**src/rtl/jk_bank_driver.sv**
```systemverilog
// -----------------------------------------------------------------------------
// jk_bank_driver
//
// Excitation-side controller for a bank of WIDTH JK flip-flops. A target word
// is accepted over a valid/ready handshake. The block computes per-bit J/K
// excitation from the bank's current state (q_fb) and drives it for exactly
// one clock. It then checks the readback and reports done on a match. On a
// mismatch it retries up to MAX_RETRY times and then reports err.
//
// Optional build macro:
//   JK_DRV_TOGGLE_EN  - when defined, changing bits use toggle encoding
//                       (J=K=1). When undefined, set/reset encoding is used
//                       and J=K=1 is never emitted.
//
// Parameters:
//   WIDTH      number of JK flops driven
//   MAX_RETRY  extra DRIVE/CHECK attempts after the first mismatch
//
// Ports:
//   clk        rising-edge clock, shared with the driven flop bank
//   rst_n      asynchronous active-low reset
//   tgt_valid  target word valid
//   tgt_data   requested next flop-bank value
//   tgt_ready  high only in IDLE; a target is accepted when valid & ready
//   q_fb       q outputs of the driven flop bank
//   j, k       registered J/K inputs to the flop bank
//   busy       high in DRIVE or CHECK
//   done       one-cycle pulse: readback matched target
//   err        one-cycle pulse: retries exhausted without a match
//   mism       q_fb ^ target captured at the failing CHECK, held until the
//              next accept
// -----------------------------------------------------------------------------
module jk_bank_driver #(
  parameter int WIDTH     = 8,
  parameter int MAX_RETRY = 3
) (
  input  logic             clk,
  input  logic             rst_n,
  input  logic             tgt_valid,
  input  logic [WIDTH-1:0] tgt_data,
  output logic             tgt_ready,
  input  logic [WIDTH-1:0] q_fb,
  output logic [WIDTH-1:0] j,
  output logic [WIDTH-1:0] k,
  output logic             busy,
  output logic             done,
  output logic             err,
  output logic [WIDTH-1:0] mism
);

  // Retry counter must be at least one bit wide even when MAX_RETRY is 0.
  localparam int RW = (MAX_RETRY > 0) ? $clog2(MAX_RETRY + 1) : 1;

  typedef enum logic [1:0] {
    IDLE  = 2'd0,
    DRIVE = 2'd1,
    CHECK = 2'd2
  } state_t;

  state_t           state;
  state_t           state_nxt;
  logic [WIDTH-1:0] tgt_q;
  logic [WIDTH-1:0] tgt_nxt;
  logic [RW-1:0]    retry_cnt;
  logic [RW-1:0]    retry_nxt;
  logic [WIDTH-1:0] j_nxt;
  logic [WIDTH-1:0] k_nxt;
  logic [WIDTH-1:0] mism_nxt;
  logic             done_nxt;
  logic             err_nxt;

  // Per-bit excitation that moves the bank from cur to want in one edge.
  // The result is packed as {J, K}.
  function automatic logic [2*WIDTH-1:0] excite(input logic [WIDTH-1:0] cur,
                                                input logic [WIDTH-1:0] want);
    logic [WIDTH-1:0] jv;
    logic [WIDTH-1:0] kv;
`ifdef JK_DRV_TOGGLE_EN
    jv = cur ^ want;
    kv = cur ^ want;
`else
    jv = ~cur & want;
    kv = cur & ~want;
`endif
    return {jv, kv};
  endfunction

  assign tgt_ready = (state == IDLE);
  assign busy      = (state != IDLE);

  always_ff @(posedge clk or negedge rst_n) begin
    if (!rst_n) begin
      state     <= IDLE;
      tgt_q     <= '0;
      retry_cnt <= '0;
      j         <= '0;
      k         <= '0;
      done      <= 1'b0;
      err       <= 1'b0;
      mism      <= '0;
    end else begin
      state     <= state_nxt;
      tgt_q     <= tgt_nxt;
      retry_cnt <= retry_nxt;
      j         <= j_nxt;
      k         <= k_nxt;
      done      <= done_nxt;
      err       <= err_nxt;
      mism      <= mism_nxt;
    end
  end

  // J/K default to zero, so any cycle that is not a DRIVE cycle leaves the
  // bank holding its value.
  always_comb begin
    state_nxt = state;
    tgt_nxt   = tgt_q;
    retry_nxt = retry_cnt;
    j_nxt     = '0;
    k_nxt     = '0;
    done_nxt  = 1'b0;
    err_nxt   = 1'b0;
    mism_nxt  = mism;

    case (state)
      IDLE: begin
        if (tgt_valid) begin
          tgt_nxt        = tgt_data;
          retry_nxt      = '0;
          mism_nxt       = '0;
          {j_nxt, k_nxt} = excite(q_fb, tgt_data);
          state_nxt      = DRIVE;
        end
      end

      DRIVE: begin
        state_nxt = CHECK;
      end

      CHECK: begin
        if (q_fb == tgt_q) begin
          done_nxt  = 1'b1;
          state_nxt = IDLE;
        end else if (retry_cnt < RW'(MAX_RETRY)) begin
          // Re-excite from the bank's actual state, not the original one.
          retry_nxt      = retry_cnt + RW'(1);
          {j_nxt, k_nxt} = excite(q_fb, tgt_q);
          state_nxt      = DRIVE;
        end else begin
          err_nxt   = 1'b1;
          mism_nxt  = q_fb ^ tgt_q;
          state_nxt = IDLE;
        end
      end

      default: begin
        state_nxt = IDLE;
      end
    endcase
  end

endmodule

```
**config.mk**
```make
export PLATFORM = sky130hd
export DESIGN_NAME = jk_bank_driver
export DESIGN_NICKNAME = d
export VERILOG_FILES = /design/src/rtl/jk_bank_driver.sv
export SDC_FILE = /design/constraint.sdc
export NUM_CORES = 1
export LEC_CHECK = 0
export ABC_AREA = 1
export CORE_ASPECT_RATIO = 0.8
export CORE_UTILIZATION = 49
export DETAILED_ROUTE_END_ITERATION = 10
export PLACE_DENSITY = 0.8
export SYNTH_ARGS = -nofsm -noshare
export SYNTH_HDL_FRONTEND = slang
export SYNTH_SLANG_ARGS = --single-unit
```
**constraint.sdc**
```tcl
create_clock -name clk -period 2.1 [get_ports clk]
set_clock_uncertainty 0.15 [all_clocks]
set_input_delay 0.21 -clock clk [delete_from_list [all_inputs] [get_ports clk]]
set_output_delay 0.21 -clock clk [all_outputs]
set_load 0.05 [all_outputs]
```
==> out/metrics.yaml, run 1 <==
finalMaxSlewViolations: 0
final_cells: 309
r2r_slack_ps: 450
critical_path_class: "flop to output port"
outcome: "completed"
ys_seq_area_share_pct: 50.1
synth_cell_type_count: 18
drt_wl_total_um: 3840
grt_usage_pct: 21.2
die_height_um: 57.7
syn_to_final_growth_pct: 32.8
arrival_ps: 1630
slew_headroom_pct: 66.1
dieArea_mm2: 0.00413
synth_nets: 246
p_per_area_mw_per_mm2: 1330
overflow: 0
dp_slack_ps: 72.7
initial_core_util_pct: 53.2
first_pass_iters: 4
hold_class: "primary input to async pin"
remaining_drc_errors: 0
final.min_clock_period_ps: 1990
vias: 1556
tightest_slew_ps: 507
fill_cells: 271
clock-root-buffer: "clkbuf_8"
synth_area_mm2: 0.00190
clkLatencyLatePin_ps: 280
leakagePower_uw: 0.00131
dr.first_iter.drc_count: 143
critPathLaunchType: "flop"
met2_length_um: 1830
finalHoldViolations: 0
nets: 302
antenna_found_initial: 0
crit_path_end_kind: "output port"
p_switching_uw: 1560
reg2reg_depth: 5
cts_tree: "built"
ios: 47
crit_required_ps: 1740
portBuffers: 46
p_clk_share_pct: 14.9
grt_pass1_wl_um: 6580
cp_max_fo: 3
ir_drop_uv: 787
fin_crit_sh_pct: 94.9
wl_met1_um: 1800
r2r_end: "j[1]"
p_seq_share_pct: 32.7
wire_per_inst_um: 12.4
fmax_mhz: 502
cts_resized: 0
cts_sinks: 38
postPlaceCellArea_mm2: 0.00242
layout_commonest_cell: "clkdlybuf4s50_1"
final.setup.worst_slack_ps: 108
mostFrequentLayoutCells: "clkdlybuf4s50_1 (44), nand2_1 (40), dfrtp_1 (38)"
grt_pass1_vias: 1521
dp_cells: 300
clkTransAtPathRegs_ps: 70
core_area_mm2: 0.00357
ant_nets: 0
p_total_uw: 3360
rsz0062_at_grt: "no"
r2r_start: "state[1]"
diodes: 0
grt_max_degree: 25
rows: 19
finalSetupViolCount: 0
place_congestion: 0.844
avgSynthCellArea_um2: 9.04
yosysWarnings: 0
stdcell_area_mm2: 0.00252
highest_layer: "met4"
vias_per_cell: 5.04
synth-seq-cells: 38
dp_hpwl_um: 2970
drive_gt1_share_pct: 12.7
die_w_um: 71.6
dr_wl_met3_um: 164
synthCells: 210
clock_path_buffers: 2
drv_cap: 0
intPower_uw: 1800
htree_levels: 2
pwr-share-comb_pct: 52.5
switching_share_pct: 46.3
cts_buffers: 5
setup_tns_ps: 0
[cells in the mapped netlist]
library cell,count,area [um2]
buf_2,3,15.0
nand2_1,40,150
nand4_1,10,62.6
inv_2,2,7.51
nand3_1,26,130
o21ai_1,12,60.1
ha_1,17,213
buf_4,1,7.51
nor2_4,1,11.3
nand2_4,1,11.3
inv_1,29,109
nor2_1,15,56.3
inv_4,1,6.26
nand2_2,7,43.8
dfrtp_1,38,951
o21ai_2,4,35.0
buf_6,2,22.5
nor2_2,1,6.26
[through the flow]
step | hold WS, ps | utilization [%]
2_1_floorplan | -236 | -
3_3_place_gp | -101 | 67.8
3_5_place_dp | -105 | 67.8
4_1_cts | 131 | 70.7
5_1_grt | 149 | 70.7
6_report | 129 | 70.7
[layout make-up]
type	count	area, um2	share of cell area [%]
sequential	38	951	37.7
multi-input combinational	134	779	30.9
timing repair buffer	55	523	20.8
inverter	32	123	4.87
clock buffer	7	86.3	3.43
tap	42	52.6	2.09
clock inverter	1	5.00	0.199
[worst max-delay path by stage]
| stage | start | end | slack [ps] |
|---|---|---|---|
| 2_1_floorplan | state[1] | j[0] | 450 |
| 3_3_place_gp | q_fb[2] | j[0] | 90 |
| 3_5_place_dp | q_fb[2] | k[5] | 70 |
| 4_1_cts | state[0] | busy | 90 |
| 5_1_grt | state[0] | busy | 50 |
| 6_report | state[0] | busy | 110 |
[cells by family (layout without fill, tap and decap cells)]
kind of cell	count (synthesis)	after routing	synth area share [%]
buffers and inverters	38	95	8.83
AOI/OAI and AO/OA	16	16	5.01
and+or+nand+nor	101	101	24.9
DFF	38	38	50.1
adders and majority gates	17	17	11.2
[repair_timing]
item | 4_1_cts | 5_1_grt
setup buffers | 0 | 0
hold buffers | 1 | 0
hold endpoints to repair | 38 | 0
[sequential cells by signal (all words and copies together) (netlist names)]
| signal | flops |
|---|---|
| k | 8 |
| j | 8 |
| tgt_q | 8 |
| mism | 8 |
| state | 2 |
| retry_cnt | 2 |
| done | 1 |
| err | 1 |
[power by group through the flow]
stage | clock network, uW | logic, uW | registers (uW)
floorplan | 0 | 808 | 1550
finish | 499 | 1760 | 1100
global route | 555 | 1920 | 1120
CTS | 516 | 1770 | 1100
global placement | 0 | 1720 | 1100
detailed placement | 0 | 1760 | 1110
[routing by layer]
layer  up-vias  track usage, %
li1        779               -
met1       731            26.8
met2        41            35.8
met3         5            5.39
met4         0            7.84
met5         -               0
[worst max-delay path, stage by stage (launching register included)]
cell and delay (ps):
dfrtp_1 430, nor2_2 70, inv_1 50, clkdlybuf4s50_1 790
Note: power is estimated with default switching activity, not from simulation.
==> inputs of run 2 (changes only) <==
- SLEW_MARGIN: not set -> 5
==> results of run 2 <==
Same layout as run 1: the final DEF is identical, and so are final timing and power.
==> inputs of run 3 (changes only) <==
- CORE_UTILIZATION: 49 -> 51
- CTS_BUF_LIST: not set -> sky130_fd_sc_hd__clkbuf_8
- PLACE_DENSITY: 0.8 -> 0.82
==> run 3 against run 2 <==
  * Global-route usage rose by 1.1 points
  * Non-clock buffer count fell by 6
  * Die area fell by 3.8%
  * Largest power group unchanged
  * Register-to-register slack got worse by 50 ps
  * Wire length rose by 1.4%
  * Cell count fell by 1.9%
  * Clock-buffer cell count fell by 1
  * Clock power rose by 0.8%
  * Cell area fell by 1.8%
  * Sequential power barely moved
  * Sequential cell count did not move
  * Sequential share of layout area rose by 0.69 points
==> out/metrics.yaml, run 3 (synthesized netlist as in run 1, its figures left out) <==
outcome: "completed"
final.setup.worst_slack_ps: 119  # +11.7 ps
initial_core_util_pct: 54.3  # +1.1 points
tightest_slew_ps: 797  # +291 ps
final.min_clock_period_ps: 1980  # -11.7 ps
grt_max_degree: 39  # +56%
clock_path_buffers: 2  # unchanged
finalMaxSlewViolations: 0  # unchanged
fmax_mhz: 505  # +0.59%
leakagePower_uw: 0.00128  # -1.9%
fin_crit_sh_pct: 94.3  # -0.56 points
busiest_layer: "met2"
grt_pass1_vias: 1521  # unchanged
dp_cells: 294  # -2.0%
cts_resized: 0  # unchanged
cts_sinks: 38  # unchanged
antenna_found_initial: 0  # unchanged
ant_nets: 0  # unchanged
clock-root-buffer: "clkbuf_8"
dp_hpwl_um: 2770  # -6.7%
worstHoldPathCells: 2
hold_path_end: "mism[6]"
dr.first_iter.drc_count: 111  # -22%
stdcell_area_mm2: 0.00247  # -1.8%
vias_per_cell: 5.15  # +2.3%
portBuffers: 46  # unchanged
reg2reg_depth: 5  # unchanged
drv_cap: 0  # unchanged
cts_tree: "built"
cp_max_fo: 3  # unchanged
crit_path_end_kind: "output port"
rows: 19  # unchanged
core_area_mm2: 0.00349  # -2.0%
hold_class: "flop to flop"
die_height_um: 56.6  # -1.9%
use_met1_pct: 29.5  # +2.6 points
hold_start: "mism[6]"
grt_util_met2_pct: 34.8  # -1.0 points
r2r_slack_ps: 400  # -50 ps
dieArea_mm2: 0.00397  # -3.8%
grtUsageMet3_pct: 6.82  # +1.4 points
wire_per_inst_um: 12.8  # +3.4%
htree_levels: 2  # unchanged
clkTransAtPathRegs_ps: 70  # about the same
finalHoldViolations: 0  # unchanged
diodes: 0  # unchanged
remaining_drc_errors: 0  # unchanged
crit_required_ps: 1740  # about the same
vias: 1561  # +0.32%
layout_commonest_cell: "clkdlybuf4s50_1"
finalSetupViolCount: 0  # unchanged
cts_buffers: 5  # unchanged
dp_slack_ps: 34.5  # -38.2 ps
drt_wl_total_um: 3890  # +1.4%
place_congestion: 0.802  # -5.0%
mostFrequentLayoutCells: "clkdlybuf4s50_1 (44), nand2_1 (40), dfrtp_1 (38)"
clkLatencyLatePin_ps: 290  # about the same
die_w_um: 70.2  # -1.9%
slew_headroom_pct: 46.8  # -19 points
rsz0062_at_grt: "no"
first_pass_iters: 4  # unchanged
syn_to_final_growth_pct: 30.4
r2r_end: "j[5]"
ir_drop_uv: 819  # +4.0%
grt_usage_pct: 22.3  # +1.1 points
critical_path_class: "flop to output port"
arrival_ps: 1620  # about the same
grt_pass1_wl_um: 6860  # +4.3%
ios: 47  # unchanged
critPathLaunchType: "flop"
final_cells: 303  # -1.9%
drive_gt1_share_pct: 10.7  # -2.0 points
fin_hold_ws_ps: 351  # +222 ps
p_per_area_mw_per_mm2: 1360  # +2.2%
fill_cells: 277  # +2.2%
nets: 296  # -2.0%
overflow: 0  # unchanged
r2r_start: "state[1]"
setup_tns_ps: 0  # unchanged
postPlaceCellArea_mm2: 0.00237  # -1.9%
-- run 3: cell count changes in the layout (fill, tap and decap cells not counted) --
cell	previous run	this run
buf_4	9	3
inv_1	29	30
clkbuf_1	1	0
-- run 3: layout make-up --
class / count / area [um2] / area share, %
multi-input cells: 134 / 779 / 31.5
repair buffers: 49 / 478 / 19.3
clock inverters: 2 / 8.76 / 0.354
flip-flops and latches: 38 / 951 / 38.4
inverters: 32 / 123 / 4.95
clock buffers: 6 / 82.6 / 3.34
well taps: 42 / 52.6 / 2.12
-- run 3: worst max path at each step --
stage	depth (start not counted)	slack, ps	startpoint	endpoint
finish	3	120	state[0]	busy
global route	3	40	state[1]	busy
CTS	3	100	state[1]	busy
detailed placement	8	30	q_fb[7]	mism[4]
global placement	9	80	q_fb[3]	j[3]
floorplan	6	450	state[1]	j[0]
-- run 3: repair_timing --
item | 4_1_cts | 5_1_grt
endpoints found under the setup margin | 0 | 0
hold buffers | 1 | 0
buffers inserted | 0 | 0
endpoints found under the hold margin | 38 | 0
-- run 3: worst max-delay path, cell delays in order, from the launching register on --
cell             delay (ps)
dfrtp_1                 430
nor2_2                   70
inv_1                    50
clkdlybuf4s50_1         790
-- run 3: per-stage QoR --
stage                     power, uW  utilization (%)
after floorplan                2360                -
after global placement         2810             67.9
after detailed placement       2870             67.9
after CTS                      3380             70.8
after global routing           3590             70.8
final                          3370             70.8
-- run 3: where the power goes --
group / internal [uW] / switching, uW
sequential: 970 / 130
clock: 260 / 244
combinational: 560 / 1210
total: 1790 / 1580
-- run 3: layer usage --
layer	vias up	share of wire [%]	routed length (um)
met5	-	0	0
met4	0	2.2	85
met3	11	4.7	182
met2	43	47	1840
met1	736	46	1790
li1	771	-	-
